File: src/rtl/div_share_if.sv
// div_share_if: requester and shared-divider signal bundle for div_share_arb.
interface div_share_if #(
    parameter int NREQ    = 4,
    parameter int BW_DEND = 8,
    parameter int BW_DSOR = 4,
    parameter int BW_TO   = 8
);
    logic [NREQ-1:0]         req;
    logic [NREQ-1:0]         gnt;
    logic [NREQ-1:0]         done;
    logic [NREQ*BW_DEND-1:0] dend_in;
    logic [NREQ*BW_DSOR-1:0] dsor_in;
    logic [BW_TO-1:0]        timeout;
    logic [BW_DEND-1:0]      quot;
    logic [BW_DSOR-1:0]      rem;
    logic                    err;
    logic                    div_start;
    logic [BW_DEND-1:0]      div_dividend;
    logic [BW_DSOR-1:0]      div_divisor;
    logic                    div_busy;
    logic [BW_DEND-1:0]      div_quot;
    logic [BW_DSOR-1:0]      div_rem;

    modport slave (
        input  req, dend_in, dsor_in, timeout, div_busy, div_quot, div_rem,
        output gnt, done, quot, rem, err, div_start, div_dividend, div_divisor
    );

    modport master (
        output req, dend_in, dsor_in, timeout, div_busy, div_quot, div_rem,
        input  gnt, done, quot, rem, err, div_start, div_dividend, div_divisor
    );
endinterface

File: src/rtl/div_share_arb.sv
// div_share_arb: round-robin arbiter sharing one serial divider among NREQ requesters.
// Optional macro DIV_SHARE_TIMEOUT_EN adds a WAIT/RUN watchdog that aborts with ERR and all-ones results.
module div_share_arb #(
    parameter int NREQ    = 4,
    parameter int BW_DEND = 8,
    parameter int BW_DSOR = 4,
    parameter int BW_TO   = 8
) (
    input logic        clk,
    input logic        rstx,
    div_share_if.slave bus
);
    localparam int PW = (NREQ > 1) ? $clog2(NREQ) : 1;

    typedef enum logic [1:0] {IDLE, WAIT, RUN} state_t;

    state_t             state;
    logic [PW-1:0]      ptr;
    logic [PW-1:0]      win;
    logic [PW-1:0]      c;
    logic               found;
    logic [NREQ-1:0]    elig;
    logic [NREQ-1:0]    gnt;
    logic [NREQ-1:0]    done;
    logic [BW_DEND-1:0] quot;
    logic [BW_DEND-1:0] dividend;
    logic [BW_DSOR-1:0] rem;
    logic [BW_DSOR-1:0] divisor;
    logic               div_start;
    logic               err;

`ifdef DIV_SHARE_TIMEOUT_EN
    logic [BW_TO-1:0] cnt;
    logic [BW_TO:0]   limit;

    // A zero timeout still allows one cycle in WAIT/RUN
    assign limit = (bus.timeout == '0) ? (BW_TO+1)'(1) : {1'b0, bus.timeout};
`else
    logic [BW_TO-1:0] unused_timeout;

    assign unused_timeout = bus.timeout;
    assign err = 1'b0;
`endif

    // A requester seeing its own DONE is masked so it cannot win back-to-back
    assign elig = bus.req & ~done;

    // First eligible requester searching upward from the one after the last winner
    always_comb begin
        win = ptr;
        found = 1'b0;
        c = ptr;
        for (int k = 1; k <= NREQ; k++) begin
            c = PW'((int'(ptr) + k) % NREQ);
            if (!found && elig[c]) begin
                found = 1'b1;
                win = c;
            end
        end
    end

    // Grant, start the divider, wait for BUSY to rise and fall, then return the result
    always_ff @(posedge clk or negedge rstx) begin
        if (!rstx) begin
            state <= IDLE;
            ptr <= PW'(NREQ - 1);
            gnt <= '0;
            done <= '0;
            quot <= '0;
            rem <= '0;
            div_start <= 1'b0;
            dividend <= '0;
            divisor <= '0;
`ifdef DIV_SHARE_TIMEOUT_EN
            err <= 1'b0;
            cnt <= '0;
`endif
        end else begin
            div_start <= 1'b0;
            done <= '0;
`ifdef DIV_SHARE_TIMEOUT_EN
            err <= 1'b0;
`endif
            case (state)
                IDLE: if (found) begin
                    gnt <= NREQ'(1) << win;
                    div_start <= 1'b1;
                    dividend <= bus.dend_in[int'(win)*BW_DEND +: BW_DEND];
                    divisor <= bus.dsor_in[int'(win)*BW_DSOR +: BW_DSOR];
                    ptr <= win;
                    state <= WAIT;
`ifdef DIV_SHARE_TIMEOUT_EN
                    cnt <= '0;
`endif
                end
                WAIT: if (bus.div_busy) state <= RUN;
                RUN: if (!bus.div_busy) begin
                    quot <= bus.div_quot;
                    rem <= bus.div_rem;
                    done <= gnt;
                    gnt <= '0;
                    state <= IDLE;
                end
                default: state <= IDLE;
            endcase
`ifdef DIV_SHARE_TIMEOUT_EN
            // Watchdog overrides a normal completion landing on the same edge
            if (state != IDLE) begin
                if (({1'b0, cnt} + (BW_TO+1)'(1)) >= limit) begin
                    quot <= '1;
                    rem <= '1;
                    done <= gnt;
                    err <= 1'b1;
                    gnt <= '0;
                    state <= IDLE;
                end else begin
                    cnt <= cnt + BW_TO'(1);
                end
            end
`endif
        end
    end

    assign bus.gnt = gnt;
    assign bus.done = done;
    assign bus.quot = quot;
    assign bus.rem = rem;
    assign bus.err = err;
    assign bus.div_start = div_start;
    assign bus.div_dividend = dividend;
    assign bus.div_divisor = divisor;
endmodule
File: src/flat_wrapper.sv
// flat-port wrapper written by rule: the top's interface ports become plain ports
module div_share_arb_flat 
#(
    parameter int NREQ    = 4,
    parameter int BW_DEND = 8,
    parameter int BW_DSOR = 4,
    parameter int BW_TO   = 8
)
  (clk, rstx, bus_req, bus_dend_in, bus_dsor_in, bus_timeout, bus_div_busy, bus_div_quot, bus_div_rem, bus_gnt, bus_done, bus_quot, bus_rem, bus_err, bus_div_start, bus_div_dividend, bus_div_divisor);
  div_share_if #(.NREQ(NREQ), .BW_DEND(BW_DEND), .BW_DSOR(BW_DSOR), .BW_TO(BW_TO)) bus_i ();
  input logic clk;
  input logic rstx;
  input wire logic [$bits(bus_i.req)-1:0] bus_req;
  input wire logic [$bits(bus_i.dend_in)-1:0] bus_dend_in;
  input wire logic [$bits(bus_i.dsor_in)-1:0] bus_dsor_in;
  input wire logic [$bits(bus_i.timeout)-1:0] bus_timeout;
  input wire logic [$bits(bus_i.div_busy)-1:0] bus_div_busy;
  input wire logic [$bits(bus_i.div_quot)-1:0] bus_div_quot;
  input wire logic [$bits(bus_i.div_rem)-1:0] bus_div_rem;
  output wire logic [$bits(bus_i.gnt)-1:0] bus_gnt;
  output wire logic [$bits(bus_i.done)-1:0] bus_done;
  output wire logic [$bits(bus_i.quot)-1:0] bus_quot;
  output wire logic [$bits(bus_i.rem)-1:0] bus_rem;
  output wire logic [$bits(bus_i.err)-1:0] bus_err;
  output wire logic [$bits(bus_i.div_start)-1:0] bus_div_start;
  output wire logic [$bits(bus_i.div_dividend)-1:0] bus_div_dividend;
  output wire logic [$bits(bus_i.div_divisor)-1:0] bus_div_divisor;
  assign bus_i.req = bus_req;
  assign bus_i.dend_in = bus_dend_in;
  assign bus_i.dsor_in = bus_dsor_in;
  assign bus_i.timeout = bus_timeout;
  assign bus_i.div_busy = bus_div_busy;
  assign bus_i.div_quot = bus_div_quot;
  assign bus_i.div_rem = bus_div_rem;
  assign bus_gnt = bus_i.gnt;
  assign bus_done = bus_i.done;
  assign bus_quot = bus_i.quot;
  assign bus_rem = bus_i.rem;
  assign bus_err = bus_i.err;
  assign bus_div_start = bus_i.div_start;
  assign bus_div_dividend = bus_i.div_dividend;
  assign bus_div_divisor = bus_i.div_divisor;
  div_share_arb #(.NREQ(NREQ), .BW_DEND(BW_DEND), .BW_DSOR(BW_DSOR), .BW_TO(BW_TO)) u_core (.clk(clk), .rstx(rstx), .bus(bus_i));
endmodule
File: config.mk
export PLATFORM = sky130hd
export DESIGN_NAME = div_share_arb_flat
export DESIGN_NICKNAME = d
export VERILOG_FILES = /design/src/rtl/div_share_if.sv /design/src/rtl/div_share_arb.sv /design/src/flat_wrapper.sv
export SDC_FILE = /design/constraint.sdc
export NUM_CORES = 1
export LEC_CHECK = 0
export ABC_AREA = 1
export CORE_MARGIN = 2
export CORE_UTILIZATION = 39
export DETAILED_ROUTE_END_ITERATION = 7
export GPL_TIMING_DRIVEN = 0
export PLACE_DENSITY = 0.75
export REMOVE_ABC_BUFFERS = 1
export SYNTH_ARGS = -nofsm -noshare
export SYNTH_HDL_FRONTEND = slang
export SYNTH_SLANG_ARGS = --single-unit
File: constraint.sdc
create_clock -name clk -period 1.9 [get_ports clk]
set_input_delay 0.19 -clock clk [delete_from_list [all_inputs] [get_ports clk]]
set_output_delay 0.19 -clock clk [all_outputs]
set_load 0.1 [all_outputs]
; Word level (Yosys, flattened, before mapping)
; Index checks and enable logic that the tools add are counted.
; Widths: inputs -> output; s select.
[word_totals]
ff_bits = 37
inputBits = 75
wordCells = 67
[op_classes]
n_addsub = 4
n_lt_le_gt_ge = 4
n_eq_ne = 5
shifts = 3
mux = 27
bitwise_logic = 3
n_reduce_logical = 12
[op_table]
columns = operator, count
row1 = $shiftx 32x6->8, 1
row2 = $mux 4, 4
row3 = $shiftx 16x5->4, 1
row4 = $mux 2, 7
row5 = $lt 2x3->1 const B, 4
row6 = $mux 1, 10
row7 = $bmux 1 s2, 4
row8 = $pmux 4 s2, 1
row9 = $pmux 2 s3, 1
row10 = $reduce_and 3->1, 2
row11 = $add 2x1->2 const B, 2
row12 = $add 2x2->2 const B, 2
row13 = $and 4x4->4, 1
row14 = $ne 2x2->1 const B, 2
row15 = $not 4->4, 1
row16 = $reduce_and 2->1, 2
row17 = $shl 1x2->4 const A, 1
row18 = $logic_and 1x1->1, 3
row19 = $logic_not 1->1, 3
row20 = $eq 2x1->1 const B, 1
row21 = $eq 2x2->1 const B, 1
row22 = $logic_not 2->1, 1
row23 = $ne 2x1->1 const B, 1
row24 = $reduce_bool 2->1, 1
row25 = $not 1->1, 1

; Longest topological paths before layout
; Gate-level depths: netlist of run 1.
[logic_depth]
ltp_word = 17
mapped_depth = 16

; Worst setup path after synthesis of run 1
; No wires, ideal clock.
[synth_path]
path_kind = register to register
start = register u_core.done[2], in the netlist u_core.bus.done[2]
end = register u_core.dividend[3], in the netlist u_core.bus.div_dividend[3]
setup_time_ps = 120
arrival_ps = 2161
setup_slack_ps = -381
path_stages_with_launch = 13
path_cell_list = dfrtp_1 -> inv_1 -> nand3_1 -> nand3_1 -> nand2_2 -> nand3_4 -> nand3_1 -> nand2_2 -> buf_4 -> nand3_1 -> nand2_1 -> nand2_1 -> nand2_1
[synth_via]
elab_chain_cells = 15
[synth_lines]
columns = item, line
row1 = "start, declared", div_share_arb.sv:24  ; logic [NREQ-1:0] done;
row2 = "start signal, assigned", div_share_arb.sv:100  ; done <= gnt;
row3 = $not 4->4 (*), div_share_arb.sv:46  ; assign elig = bus.req & ~done;
row4 = $and 4x4->4 (*), div_share_arb.sv:46
row5 = $bmux 1 s2, div_share_arb.sv:55  ; if (!found && elig[c]) begin
row6 = $mux 1 (implied by the code), div_share_arb.sv:55
row7 = $mux 1, div_share_arb.sv:55
row8 = $logic_not 1->1, div_share_arb.sv:55
row9 = $logic_and 1x1->1, div_share_arb.sv:55
row10 = $mux 1, div_share_arb.sv:55
row11 = $logic_not 1->1, div_share_arb.sv:55
row12 = $logic_and 1x1->1, div_share_arb.sv:55
row13 = $mux 1, div_share_arb.sv:55
row14 = $logic_not 1->1, div_share_arb.sv:55
row15 = $logic_and 1x1->1, div_share_arb.sv:55
row16 = $mux 2 / $mux 1 (equally long branches), div_share_arb.sv:55
row17 = $shiftx 32x6->8 / $reduce_and 2->1 (equally long branches), n/a
row18 = "end signal, assigned", div_share_arb.sv:88  ; dividend <= bus.dend_in[int'(win)*BW_DEND +: BW_DEND];
row19 = "end, declared", div_share_arb.sv:26  ; logic [BW_DEND-1:0] dividend;
; Mark *: on every way between the ends. The rest lies on a longest branch, timed or not. The select of a mux whose other input is x is not followed.
; A chain may end at the register's enable or synchronous reset.

; Final worst setup path of run 1
[layout_path]
start = register u_core.ptr[0]
end = register u_core.dividend[0], in the netlist u_core.bus.div_dividend[0]
[layout_via]
elab_chain_cells = 14
[layout_lines]
columns = item, line
row1 = "start, declared", div_share_arb.sv:18  ; logic [PW-1:0] ptr;
row2 = "start signal, assigned", div_share_arb.sv:66  ; ptr <= PW'(NREQ - 1);
row3 = "start signal, assigned", div_share_arb.sv:90  ; ptr <= win;
row4 = $add 2x1->2, div_share_arb.sv:54  ; c = PW'((int'(ptr) + k) % NREQ);
row5 = $bmux 1 s2, div_share_arb.sv:55
row6 = $mux 1 (implied by the code), div_share_arb.sv:55
row7 = $mux 1, div_share_arb.sv:55
row8 = $logic_not 1->1, div_share_arb.sv:55
row9 = $logic_and 1x1->1, div_share_arb.sv:55
row10 = $mux 1, div_share_arb.sv:55
row11 = $logic_not 1->1, div_share_arb.sv:55
row12 = $logic_and 1x1->1, div_share_arb.sv:55
row13 = $mux 1, div_share_arb.sv:55
row14 = $logic_not 1->1, div_share_arb.sv:55
row15 = $logic_and 1x1->1, div_share_arb.sv:55
row16 = $mux 2 / $mux 1 (equally long branches), div_share_arb.sv:55
row17 = $shiftx 32x6->8 / $reduce_and 2->1 (equally long branches), n/a
; Several ways; a longest one is shown, not always the timed one. The select of a mux whose other input is x is not followed.

==> results of run 1 <==
## worst reg2reg max path: cells and delay by family, from the launching register on
family | cells | cell delay (ns)
buffers and inverters | 4 | 0.45
DFF | 1 | 0.60
and+or+nand+nor | 11 | 1.01
## registers in the layout (all words and copies together), names as in the netlist
signal / flops
u_core.bus.gnt: 4
u_core.bus.div_dividend: 8
u_core.bus.done: 4
u_core.bus.div_start: 1
u_core.bus.quot: 8
u_core.bus.rem: 4
u_core.ptr: 2
u_core.bus.div_divisor: 4
u_core.state: 2
## synthesized netlist by cell type
library cell,instances
o21ai_0,1
nand2_1,121
nand3_4,3
nand3_2,4
a21oi_1,5
buf_2,4
conb_1,1
nor2_4,1
a31oi_1,1
dfstp_2,2
buf_4,5
a21oi_2,1
buf_8,1
dfrtp_1,35
nand4_4,2
clkbuf_1,2
nor2_1,6
nor2_2,1
nand2_2,9
inv_2,2
nand4_1,2
o21ai_1,1
nand3_1,74
inv_4,1
nand3b_1,12
nand2_4,6
buf_6,6
nor3_2,1
inv_1,45
## timing repair
item | 4_1_cts | 5_1_grt
pin swaps | 33 | 31
endpoints found under the setup margin | 65 | 32
gates cloned | 14 | 1
setup buffers | 39 | 7
resized for setup | 117 | 31
## layer usage
metal | track usage, % | vias to the layer above | wire length [um]
met2 | 50.8 | 151 | 5560
met3 | 4.67 | 25 | 561
met4 | 12.6 | 0 | 281
li1 | - | 1448 | -
met1 | 33.3 | 1519 | 4010
met5 | 0 | - | 0
## through the flow
step                instance area [sq um]  std cells  setup TNS, ns  worst slack, ns  hold WS (ns)
floorplan                            2400        337          -6.69           -0.406        -0.106
global placement                     3490        513         -15.52           -0.334         0.453
detailed placement                   3480        513          -9.77           -0.377         0.333
CTS                                  4480        573         -0.925          -0.0708        0.0158
global route                         4650        580          -4.33           -0.285        0.0577
finish                               4650        580          -3.04           -0.207       0.00309
## logic make-up after synthesis
group	count (synthesis)	share of synthesized area, %
buf+inv	66	13.0
simple gates	242	48.5
compound gates	9	1.96
other cells	1	0.147
flops	37	36.4
## area by class of cell
class / instances / area, sq um
Clock buffer: 6 / 82.6
Sequential cell: 37 / 928
Tap cell: 77 / 96.3
Fill cell: 444 / 1700
Multi-Input combinational cell: 265 / 1930
Inverter: 48 / 200
Timing Repair inverter: 1 / 11.3
Clock inverter: 1 / 7.51
Timing Repair Buffer: 145 / 1390
## path summary, 6_finish.rpt
| kind | slack (ns) | cells after the start | end |
|---|---|---|---|
| setup / recovery | -0.21 | 15 | u_core.bus.div_dividend[0]$_DFFE_PN0P_ |
| hold reg to reg | 0.47 | 2 | u_core.bus.rem[2]$_DFFE_PN0P_ |
| max in group asynchronous | 1.36 | 1 | u_core.bus.div_dividend[1]$_DFFE_PN0P_ |
| setup reg to reg | -0.21 | 15 | u_core.bus.div_dividend[0]$_DFFE_PN0P_ |
| hold / removal | 0.003 | 1 | u_core.bus.quot[2]$_DFFE_PN0P_ |
| min in group clk | 0.43 | 3 | u_core.bus.quot[3]$_DFFE_PN0P_ |
==> metrics.txt, run 1 <==
FP Rows=29; grt ovf=0; antenna violations before repair=0; Critical path origin=u_core.ptr[0]$_DFFE_PN1P_; gpl congestion=0.837; Die H=84.8 um; RR Startpoint=u_core.ptr[0]$_DFFE_PN1P_; crit end category=register; Max Freq=about 470 MHz; unrepaired setup endpoints after global routing=yes; Syn Inst Count=355; hold crit path type=primary input to async pin; Setup CP Type=register to register; Top Family by Delay on Critical Path=simple AND/OR/NAND/NOR gates; Port Buf Inserts=99; Clk Latency, worst-skew pair=0.29 ns; Die X-Extent=84.8 um; first-pass GRT wire length=15,900 um; post-detail-place hpwl=4710 um; Seq cells post-synth=37; Syn. warnings=0; clk sinks=37; fin util=about 73%; core box area=6350 sq um; Pins Over Slew Limit=0; Arr. time, crit path=2.34 ns; crit path max-delay cell type=dfstp_2; clock-pin slew on the worst setup and hold paths=0.08 ns; CP max FO=8; slew margin rel.=34.0%; Synth Cell Area=2550 sq um; post-route ant nets=0; leading cell type in the layout, fill and taps excluded=nand2_1; per-instance average area after synthesis=about 7 sq um; minimum clock period=around 2.1 ns; Final setup violation count=19; most frequent CP cell=nand2_2; Seq/Total Area, Yosys=36.4%; drt total wl=10,400 um; root buf cell=clkbuf_8; num ports=109; synth top area cells=dfrtp_1 34%, nand2_1 18%, nand3_1 15%; Global Route Usage Sum=28.3%; ant diodes=0; startpoint types=register; synthesis-to-finish area growth=82.5%; drt first pass iters=5; die area=7200 sq um; CTS tree=yes; CP peak stage delay=0.60 ns; Max clock buf depth=2; fraction of layout cells with a size suffix above 1=31.6%; H-tree levels=2; Initial Util=40.1%; # nets final=between 500 and 600; Vias/cell=5.42; largest net degree at the start of global routing=38; commonest cells after routing, fill and taps aside=97 x nand2_1, 65 x clkdlybuf4s50_1, 46 x nand3_1, 45 x inv_1, 35 x dfrtp_1; failing checks=setup timing; period utilisation layout=111%; Worst Slack Setup Final=-0.207 ns; critical path cell sequence=buf_12 > inv_12 > nand3_4 > nand2_2 > nand2_2 > nand2_4 > buf_12 > nand3_4 > buf_6 > nand3_4 > nand2_8 > nand3_2 > nand2_1 > nand2_2 > nand2_2; Distinct cells, synth=29; drc violations=0; number of global-route vias before repair=~3,200; cell accounting for the most synthesized area=dfrtp_1; CP required=around 2.1 ns; run status=complete, but fails checks; Synth top area share=about a third; Slew @ Worst Pin=0.994 ns; # hold bufs at CTS=0; max-cap viol count=0; Initial DRC Count=~250; TritonCTS Buffers=5; Via Count=3,143; Setup Skew=a little under 0.004 ns; wire per inst=roughly 18 um; Buf/Inv on CP=4; Final Hold Viols=0
Power of run 1 is not shown: default switching activity piles up to over one toggle a cycle in this logic, so the estimate is an artifact.
==> run 2: changes to the inputs <==
--- a/config.mk
+++ b/config.mk
@@ -6,12 +6,14 @@
 export NUM_CORES = 1
 export LEC_CHECK = 0
 export ABC_AREA = 1
+export CORE_ASPECT_RATIO = 1.25
 export CORE_MARGIN = 2
 export CORE_UTILIZATION = 39
 export DETAILED_ROUTE_END_ITERATION = 7
 export GPL_TIMING_DRIVEN = 0
 export PLACE_DENSITY = 0.75
 export REMOVE_ABC_BUFFERS = 1
+export SETUP_SLACK_MARGIN = 0.1
 export SYNTH_ARGS = -nofsm -noshare
 export SYNTH_HDL_FRONTEND = slang
 export SYNTH_SLANG_ARGS = --single-unit
==> run 2 against run 1 <==
- design area fell by 7.5%
- first-iteration DRC count is 22% lower
- final cell count down 1.4%
- the run still ends with setup timing left
- largest cell class unchanged
- register-to-register slack got worse by 0.12 ns
==> metrics.txt, run 2 (synthesis results as in run 1) <==
FF-to-FF path depth=13; Max Freq=between 400 and 500 MHz; unrepaired setup endpoints after global routing=yes; Die H=94.4 um; Max clock buf depth=2; max-cap viol count=0; Final setup violation count=19; post-route ant nets=0; core box area=6250 sq um; wire per inst=15.8 um; FP Rows=32; Port Buf Inserts=between 90 and 100; Slew @ Worst Pin=around 1 ns; # nets final=561; Setup Skew=0.0105 ns; run status=complete, but fails checks; CTS tree=yes; Setup TNS=-3.75 ns; TritonCTS Buffers=5; Via Count=2,960; startpoint types=register; fraction of layout cells with a size suffix above 1=21.8%; clock-pin slew on the worst setup and hold paths=0.08 ns; minimum clock period=2.23 ns; Initial Util=40.8%; ant diodes=0; Global Route Usage Sum=23.9%; Initial DRC Count=between 150 and 200; leading cell type in the layout, fill and taps excluded=nand2_1; first-pass GRT wire length=between 10,000 and 15,000 um; Worst Slack Setup Final=-0.327 ns; clk sinks=37; CP required=2.12 ns; hold crit path type=primary input to async pin; crit end category=register; drt total wl=9060 um; Die X-Extent=76.3 um; Arr. time, crit path=2.45 ns; post-detail-place hpwl=4690 um; H-tree levels=2; Setup CP Type=register to register; commonest cells after routing, fill and taps aside=113 x nand2_1, 65 x nand3_1, 65 x clkdlybuf4s50_1, 45 x inv_1, 35 x dfrtp_1; drc violations=0; gpl congestion=0.794; Vias/cell=5.17; drt first pass iters=5; # hold bufs at CTS=0; Clk Latency, worst-skew pair=0.29 ns; num ports=109; synthesis-to-finish area growth=68.8%; die area=7200 sq um; CP max FO=8; Fillers=roughly 510; RR Startpoint=u_core.ptr[0]$_DFFE_PN1P_; largest net degree at the start of global routing=38; r2r endpoint=u_core.bus.div_divisor[3]$_DFFE_PN0P_; period utilisation layout=117%; grt ovf=0; root buf cell=clkbuf_8; Final Hold Viols=0; Pins Over Slew Limit=0; antenna violations before repair=0; number of global-route vias before repair=2,930; slew margin rel.=between 30% and 40%; reg2reg setup slack=-0.33 ns; failing checks=setup timing
run 2: layout make-up:
cell class,count,area [sq um],share of cell area (%)
clock buffers,7,86.3,2.01
clock inverters,1,30.0,0.698
inverters,48,193,4.48
multi-input cells,261,1680,38.9
flip-flops and latches,37,928,21.6
well taps,85,106,2.47
repair buffers,132,1270,29.6
repair inverters,1,11.3,0.262
run 2: worst max-delay path by stage:
stage	slack [ns]	startpoint	to
2_1_floorplan	-0.41	u_core.bus.done[3]$_DFF_PN0_	u_core.bus.gnt[0]$_DFFE_PN0P_
4_1_cts	-0.11	u_core.ptr[0]$_DFFE_PN1P_	u_core.bus.div_dividend[0]$_DFFE_PN0P_
3_3_place_gp	-0.35	u_core.ptr[0]$_DFFE_PN1P_	u_core.bus.gnt[2]$_DFFE_PN0P_
3_5_place_dp	-0.40	u_core.ptr[0]$_DFFE_PN1P_	u_core.bus.div_dividend[5]$_DFFE_PN0P_
5_1_grt	-0.40	u_core.ptr[0]$_DFFE_PN1P_	u_core.bus.div_divisor[3]$_DFFE_PN0P_
6_report	-0.33	u_core.ptr[0]$_DFFE_PN1P_	u_core.bus.div_divisor[3]$_DFFE_PN0P_
run 2: critical path: stages, from the launching register on:
cell and delay, ns:
dfstp_2 0.63, buf_12 0.17, nand3_4 0.10, nand2_2 0.09, nand2_2 0.06, nand2_4 0.12
buf_6 0.12, nand4_1 0.25, nand2_8 0.14, buf_8 0.14, nand3_1 0.08, nand2_1 0.10
nand2_1 0.09, nand2_1 0.06
run 2: through the flow:
stage                     area (sq um)  hold slack [ns]  worst slack (ns)  util, %  instances
after detailed placement          3490            0.329            -0.397     55.9        521
after floorplan                   2400           -0.106            -0.406        -        337
final                             4300          0.00205            -0.327     68.9        572
after global routing              4300           0.0601            -0.396     68.9        572
after CTS                         4120           0.0229            -0.107     66.0        560
after global placement            3500            0.453            -0.351     56.0        521
run 2: per-layer routing:
metal	vias to the layer above	track usage (%)	share of wire [%]
li1	1408	-	-
met1	1377	26.3	37
met2	155	45.5	54
met3	20	4.11	7.3
met4	0	10.2	2.3
met5	-	0	0
run 2: timing repair:
| item | 4_1_cts | 5_1_grt |
|---|---|---|
| endpoints found under the setup margin | 65 | 20 |
| gates resized for setup | 81 | 20 |
| cloned | 9 | 1 |
| pin swaps | 12 | 16 |
| setup buffers | 22 | 11 |
Power of run 2 is left out for the same reason.
